File: src/rtl/xbar_pkg.sv
// Shared constants for the crossbar round-robin arbiter: default sizes and
// the two-state control encoding.
package xbar_pkg;

  localparam int N_IN_DEF     = 4;
  localparam int SEL_W_DEF    = 2;
  localparam int MAX_HOLD_DEF = 8;

  typedef enum logic {
    ST_IDLE = 1'b0,
    ST_BUSY = 1'b1
  } state_e;

endpackage

File: src/rtl/rr_pick.sv
// Combinational round-robin pick: rotate requests so PTR sits at bit 0,
// priority-encode the lowest set bit, then rotate the index back.
module rr_pick #(
  parameter int N_IN  = 4,
  parameter int SEL_W = 2
) (
  input  logic [N_IN-1:0]  req_i,
  input  logic [SEL_W-1:0] ptr_i,
  output logic [SEL_W-1:0] win_o,
  output logic             any_o
);

  logic [2*N_IN-1:0] dbl;
  logic [2*N_IN-1:0] shifted;
  logic [N_IN-1:0]   rot;
  logic [SEL_W-1:0]  idx;
  logic              found;
  logic [SEL_W:0]    sum;

  always_comb begin
    dbl     = {req_i, req_i};
    shifted = dbl >> ptr_i;
    rot     = shifted[N_IN-1:0];
    idx     = '0;
    found   = 1'b0;
    for (int i = 0; i < N_IN; i++) begin
      if (!found && rot[i]) begin
        idx   = SEL_W'(i);
        found = 1'b1;
      end
    end
    // Un-rotate modulo N_IN so non-power-of-two sizes also wrap correctly.
    sum = {1'b0, idx} + {1'b0, ptr_i};
    if (sum >= (SEL_W+1)'(N_IN)) begin
      sum = sum - (SEL_W+1)'(N_IN);
    end
    win_o = sum[SEL_W-1:0];
    any_o = |req_i;
  end

endmodule

File: src/rtl/xbar_rr_arbiter.sv
// Round-robin grant/select controller feeding the crossbar SEL/ESEL inputs.
// Define XBAR_TIMEOUT_EN to build the MAX_HOLD forced-release counter.
module xbar_rr_arbiter
  import xbar_pkg::*;
#(
  parameter int N_IN     = N_IN_DEF,
  parameter int SEL_W    = SEL_W_DEF,
  parameter int MAX_HOLD = MAX_HOLD_DEF
) (
  input  logic                  CLK,
  input  logic                  RST,
  input  logic [N_IN-1:0]       REQ,
  input  logic [N_IN*SEL_W-1:0] DEST,
  input  logic                  DONE,
  output logic [SEL_W-1:0]      SEL,
  output logic [SEL_W-1:0]      ESEL,
  output logic [N_IN-1:0]       GNT,
  output logic                  VALID,
  output logic                  TIMEOUT
);

  state_e           state_q, state_d;
  logic [SEL_W-1:0] ptr_q, ptr_d;
  logic [SEL_W-1:0] sel_q, sel_d;
  logic [SEL_W-1:0] esel_q, esel_d;
  logic [N_IN-1:0]  gnt_q, gnt_d;
  logic [SEL_W-1:0] win;
  logic             any_req;
  logic             rel_timeout;

  rr_pick #(
    .N_IN  (N_IN),
    .SEL_W (SEL_W)
  ) u_pick (
    .req_i (REQ),
    .ptr_i (ptr_q),
    .win_o (win),
    .any_o (any_req)
  );

`ifdef XBAR_TIMEOUT_EN
  localparam int CNT_W = SEL_W + 8;
  logic [CNT_W-1:0] cnt_q, cnt_d;
  logic             tmo_q, tmo_d;
  assign rel_timeout = (cnt_q == CNT_W'(MAX_HOLD - 1));
  assign TIMEOUT     = tmo_q;
`else
  assign rel_timeout = 1'b0;
  assign TIMEOUT     = 1'b0;
`endif

  always_comb begin
    state_d = state_q;
    ptr_d   = ptr_q;
    sel_d   = sel_q;
    esel_d  = esel_q;
    gnt_d   = gnt_q;
`ifdef XBAR_TIMEOUT_EN
    cnt_d   = cnt_q;
    tmo_d   = 1'b0;
`endif
    case (state_q)
      ST_IDLE: begin
        if (any_req) begin
          state_d    = ST_BUSY;
          sel_d      = win;
          esel_d     = DEST[win*SEL_W +: SEL_W];
          gnt_d      = '0;
          gnt_d[win] = 1'b1;
`ifdef XBAR_TIMEOUT_EN
          cnt_d      = '0;
`endif
        end
      end
      ST_BUSY: begin
        if (DONE || !REQ[sel_q] || rel_timeout) begin
          state_d = ST_IDLE;
          sel_d   = '0;
          esel_d  = '0;
          gnt_d   = '0;
          ptr_d   = (sel_q == SEL_W'(N_IN - 1)) ? '0 : sel_q + 1'b1;
`ifdef XBAR_TIMEOUT_EN
          // A timeout that coincides with DONE or withdrawal is a normal release.
          tmo_d   = rel_timeout && !DONE && REQ[sel_q];
`endif
        end else begin
`ifdef XBAR_TIMEOUT_EN
          cnt_d = cnt_q + 1'b1;
`endif
        end
      end
      default: state_d = ST_IDLE;
    endcase
  end

  always_ff @(posedge CLK) begin
    if (RST) begin
      state_q <= ST_IDLE;
      ptr_q   <= '0;
      sel_q   <= '0;
      esel_q  <= '0;
      gnt_q   <= '0;
`ifdef XBAR_TIMEOUT_EN
      cnt_q   <= '0;
      tmo_q   <= 1'b0;
`endif
    end else begin
      state_q <= state_d;
      ptr_q   <= ptr_d;
      sel_q   <= sel_d;
      esel_q  <= esel_d;
      gnt_q   <= gnt_d;
`ifdef XBAR_TIMEOUT_EN
      cnt_q   <= cnt_d;
      tmo_q   <= tmo_d;
`endif
    end
  end

  assign SEL   = sel_q;
  assign ESEL  = esel_q;
  assign GNT   = gnt_q;
  assign VALID = (state_q == ST_BUSY);

endmodule
File: config.mk
export PLATFORM = sky130hd
export DESIGN_NAME = xbar_rr_arbiter
export DESIGN_NICKNAME = d
export VERILOG_FILES = /design/src/rtl/xbar_pkg.sv /design/src/rtl/rr_pick.sv /design/src/rtl/xbar_rr_arbiter.sv
export SDC_FILE = /design/constraint.sdc
export NUM_CORES = 1
export LEC_CHECK = 0
export CAP_MARGIN = 10
export CORE_MARGIN = 3
export CORE_UTILIZATION = 25
export DETAILED_ROUTE_END_ITERATION = 12
export GPL_ROUTABILITY_DRIVEN = 0
export PLACE_DENSITY_LB_ADDON = 0.1
export SLEW_MARGIN = 20
export SYNTH_ARGS = -nofsm -noshare
export SYNTH_HDL_FRONTEND = slang
export SYNTH_SLANG_ARGS = --single-unit
File: constraint.sdc
create_clock -name CLK -period 2.4 [get_ports CLK]
set_input_delay 0.36 -clock CLK [delete_from_list [all_inputs] [get_ports CLK]]
set_output_delay 0.36 -clock CLK [all_outputs]
set_load 0.005 [all_outputs]
==> out/qor.csv <==
stage,metric,value,unit
placed_design,DP Worst Slack,-0.300,ns
timing,Fin Clk Skew,0.000215,ns
timing,period utilization,93.8,%
timing,min Tclk post-route,2.25,ns
synth,Mapped Cells,92,
synth,syn nets,109,
hold_path,hold endpoint,GNT[1],
routing,Iter 0 DRT Violations,43,
worst_setup_path,reg2reg path depth,11,
worst_setup_path,critical path launch point type,input pin,
synth,Synth Flop Type,dfxtp_1,
layout,fin area,1150,um2
routing,TritonRoute pass-1 iters,4,
clock_network,CTS Sinks,11,
worst_setup_path,worst-path fanout max,3,
synth,"Seq/Total Area, Yosys",29.8,%
pwr,peak supply drop,308,uV
grt,first-pass GRT wire length,3510,um
status,status,completed,
layout,number of antenna diodes,0,
synth,share of flip-flops with an asynchronous set or reset,0,%
clock_network,CTS H-tree depth,1,
clock_network,Clock Latency Late Sink,0.27,ns
floorplanning,std cell rows,19,
layout,area grow syn2layout,55.3,%
timing,Final setup viols,0,
synth,synthesized area,739,um2
timing,Hold Worst Slack,0.490,ns
worst_setup_path,R2R setup slack,0.23,ns
placed_design,Area after DPL,1110,um2
routing,DRC,0,
grt,largest net degree at the start of global routing,12,
timing,slew margin rel.,61.7,%
layout,layout net count,148,
timing,Worst-Margin Slew,0.572,ns
grt,antenna violations before repair,0,
hold_path,hold_sp,GNT[1],
routing,via count,822,
timing,setup ws final,0.150,ns
synth,Synth top area share,29.8,%
synth,main area contributors after synthesis,"dfxtp_1, nor2_1, mux2i_1",
hold_path,Cells on Worst Hold Path,2,
pwr,static leakage,0.491,nW
pwr,PwrDens,630,nW/um2
job,MaxCap Viol Count,0,
floorplanning,Initial Util,26.6,%
routing,drt wl/cell,13.0,um
worst_setup_path,FF-to-FF Start,ptr_q[0],
synth,most common cell in the netlist,nor2_1,
timing,final hold vios,0,
clock_network,clock edge transition at the registers on the reported setup and hold paths,0.07,ns
synth,Yosys reg bits,11,
synth,Syn Area/Cell,8.04,um2
clock_network,Max Buffers Root-to-Sink,2,
clock_network,root buf cell,clkbuf_4,
hold_path,Hold WC Path Type,register to register,
floorplanning,die width,60.4,um
clock_network,Num CTS Buffers,3,
floorplanning,Core ar.,2780,um2
routing,Antenna Violating Nets Remaining,0,
timing,"Slew Viols, Final",0,
floorplanning,IO Pins,25,
routing,Routed Wire Length,2090,um
floorplanning,Die ar.,3650,um2
placed_design,IO buf count,23,
worst_setup_path,CP endpoint kind,register,
worst_setup_path,Worst Setup Path Type,input pin to register,
clock_network,# hold bufs at CTS,0,
synth,"top cells by count, synth","nor2_1, dfxtp_1, mux2i_1",
timing,Setup TNS,0,ns
grt,Tot GR Track Use,12.9,%
worst_setup_path,Critical R2R Capture,ESEL[0],
clock_network,CTS tree,yes,
timing,Fmax,0.444,GHz
synth,Cell variety after synth,33,
routing,Avg Vias per Cell,5.11,
floorplanning,Die Y,60.4,um
placed_design,Detailed Place HPWL,1640,um
worst_setup_path,"Req. time, crit path",2.54,ns
synth,Ys Warns,0,
worst_setup_path,CP arrival,2.40,ns
layout,fraction of layout cells with a size suffix above 1,22.3,%
synth,"EDFF count, synth",0,
grt,vias in the first global route,800,
synth,"area leader, netlist",dfxtp_1,
layout,end-of-flow core utilization,41.3,%
grt,GRT Residual Overflow,0,
registers in the layout, summed over array words and instances (netlist names):
register / count
GNT: 4
ESEL: 2
ptr_q: 2
VALID: 1
SEL: 2
cells in the final DEF, fill, tap and decap left out, drive strengths merged:
cell type and count:
nor2 23, clkdlybuf4s50 20, buf 18, dfxtp 11
mux2i 6, a32oi 5, nor2b 4, nand3 4
a22oi 4, a21oi 4, clkbuf 4, nor3 3
o21ai 3, nand2 2, dlymetal6s2s 2, ha 2
a221oi 1, nor4 1, a211o 1, or3 1
o32ai 1, or2 1, a32o 1, xnor2 1
xor2 1, o32a 1, inv 1, mux4 1
a21boi 1, conb 1, dlygate4sd2 1
how the worst max path moves through the flow:
stage | start | endpoint | slack [ns] | depth (start not counted)
finish | REQ[3] | ESEL[0] | 0.15 | 12
global route | REQ[3] | ESEL[0] | -0.004 | 12
floorplan | REQ[0] | ESEL[1] | 0.06 | 11
detailed placement | REQ[1] | ESEL[0] | -0.30 | 12
global placement | REQ[1] | ESEL[0] | -0.27 | 12
CTS | REQ[0] | ESEL[1] | 0.02 | 12
layout make-up:
| class | count | area [um2] |
|---|---|---|
| Inverter | 1 | 3.75 |
| Tap cell | 31 | 38.8 |
| Multi-Input combinational cell | 73 | 489 |
| Clock buffer | 4 | 26.3 |
| Timing Repair Buffer | 41 | 369 |
| Sequential cell | 11 | 221 |
| Fill cell | 302 | 1630 |
stage by stage:
| step | instances | power (mW) |
|---|---|---|
| finish | 161 | 0.724 |
| global route | 161 | 0.791 |
| CTS | 161 | 0.729 |
| detailed placement | 157 | 0.600 |
| global placement | 157 | 0.597 |
| floorplan | 92 | 0.439 |
critical path: stages:
cell and delay (ns):
clkdlybuf4s50_1 0.49, nor2_1 0.05, a21oi_1 0.13, a21oi_1 0.08, a211o_1 0.27, ha_2 0.20
xnor2_1 0.14, nor3_1 0.20, buf_4 0.15, o21ai_1 0.06, a32oi_1 0.20, nor2_1 0.06
routing by layer:
| layer | vias up | global-route usage [%] | wire, um |
|---|---|---|---|
| li1 | 411 | - | - |
| met4 | 0 | 5.70 | 23 |
| met2 | 14 | 21.0 | 1010 |
| met5 | - | 0 | 0 |
| met1 | 393 | 16.7 | 966 |
| met3 | 4 | 2.34 | 90 |
power breakdown:
part           total (mW)  switching [mW]  internal (mW)  leakage (nW)
combinational       0.358           0.158          0.200         0.386
sequential          0.242          0.0262          0.215        0.0908
clock               0.124          0.0599         0.0644        0.0150
logic make-up (layout without fill, tap and decap cells):
logic type               after synthesis  after routing  synth area share, %
multiplexers                           7              7                 11.7
adder cells (fa/ha/maj)                2              2                 3.38
AND/OR/NAND/NOR                       39             39                 23.7
XOR/XNOR                               2              2                 2.37
other                                  1              1                0.507
buffers and inverters                  8             46                 5.58
flip-flops                            11             11                 29.8
AO/OA/AOI/OAI                         22             22                 23.0
what timing repair did:
action                                  in CTS  in global routing
cloned                                       0                  0
setup buffers                                0                  0
endpoints found under the setup margin       3                  7
resized for setup                            1                  6
pin swaps                                    1                  2
Power figures use the tool's default switching activity.
==> patch: new RTL, config.mk and constraints unchanged <==
Change the package constant `SEL_W_DEF` from 2 to 3.
--- a/src/rtl/xbar_pkg.sv
+++ b/src/rtl/xbar_pkg.sv
@@ -5,3 +5,3 @@
   localparam int N_IN_DEF     = 4;
-  localparam int SEL_W_DEF    = 2;
+  localparam int SEL_W_DEF    = 3;
   localparam int MAX_HOLD_DEF = 8;
Interface: changed (resized DEST, ESEL and SEL); port bits go from 25 to 31. No check against the original RTL was run, so the function may have changed too.
==> patch against the unedited design <==
The flow now finishes with violations (setup timing); sequential cell count grew 3; non-clock buffer count shrank 3; sequential power increased by 21%; via count up 4.4%; die area grew 22%; synthesized cell count rose by 6.5%; routed wire length is 18% higher; total power grew 19%; core utilization decreased by 0.074 points; largest cell class unchanged; clock power rose by 62%; area after synthesis grew 24%; cell count grew 13%; worst setup slack worse by 0.22 ns; cell area rose by 24%.
==> patch: results (changes against the unedited design) <==
metric	value	unit	change
status	finished, violations left		was completed
violations	setup timing		
fillerInstances	345		was 302
place_hpwl	1940	um	was 1640 um
ir_worst_vdd	0.000372	V	was 0.000308 V
buf_share	0.249		was 0.321
nets	160		was 148
io_buffers	29		was 23
drt-initial-drc-count	21		was 43
path_max_fanout	5		was 3
grt_pass1_wl	4130	um	was 3510 um
p_int	595	uW	was 480 uW
setup_ws	-0.0733	ns	was 0.150 ns
combinationalPower	368	uW	was 358 uW
vias	858		was 822
slowest_stage	or4_4		was clkdlybuf4s50_1
clk_latency	0.25	ns	was 0.27 ns
seq-cell-share	0.200		was 0.193
finalSetupViolations	5		was 0
drt-total-wl	2460	um	was 2090 um
cts_resized	12		was 1
cp.arrival	2.65	ns	was 2.40 ns
drive_above_1_share	0.287		was 0.223
multiInputGateArea	653	um^2	was 489 um^2
grt_max_degree	10		was 12
finalSetupTns	-0.162	ns	was 0 ns
placed_cells	177		was 157
dpl-instance-area	0.00132	mm^2	was 0.00111 mm^2
num_rows	21		was 19
ys_seq_area_frac	0.305		was 0.298
inverters	7		was 1
synth.ff_latch_count	14		was 11
routedWlPerCell	13.5	um	was 13.0 um
synth_fa_ha_area_frac	0.0626		was 0.0338
muxShareOfSynthArea	0.257		was 0.117
skew	0.00289	ns	was 0.000215 ns
p_sw	267	uW	was 244 uW
synth.area.top_cells	dfxtp_1 30%, mux2i_1 13%, mux4_2 7.3%		was dfxtp_1 30%, nor2_1 11%, mux2i_1 8.1%
ys_types	35		was 33
sequentialPower	292	uW	was 242 uW
area_share_clock_buf_inv	0.0317		was 0.0229
synth_xor_area_frac	0		was 0.0237
slowest_delay	0.41	ns	was 0.49 ns
==> patch: cell types whose count changed after synthesis, moves of 4 or more <==
cell     delta
nor2_1     -18
nand2_1     +9
mux2i_1     +6
a32oi_1     -5
inv_1       +5
o21ai_0     +5
a22oi_1     -4
==> patch: per-layer routing <==
layer | wire (um) | track usage | share of wire | vias up
li1 | - | - | - | 425
met4 | 35 | 0.0533 | 0.014 | 0
met5 | 0 | 0 | 0 | -
met1 | 1100 | 0.160 | 0.45 | 408
met3 | 117 | 0.0337 | 0.048 | 4
met2 | 1200 | 0.194 | 0.49 | 21
==> patch: path summary, 6_finish.rpt <==
check	from	endpoint	slack (ns)	cells past startpoint
worst max-delay path	ptr_q[0]	GNT[2]	-0.07	8
worst min-delay path	ESEL[0]	ESEL[0]	0.45	2
worst min register to register	ESEL[0]	ESEL[0]	0.45	2
worst max register to register	ptr_q[0]	GNT[2]	-0.07	8
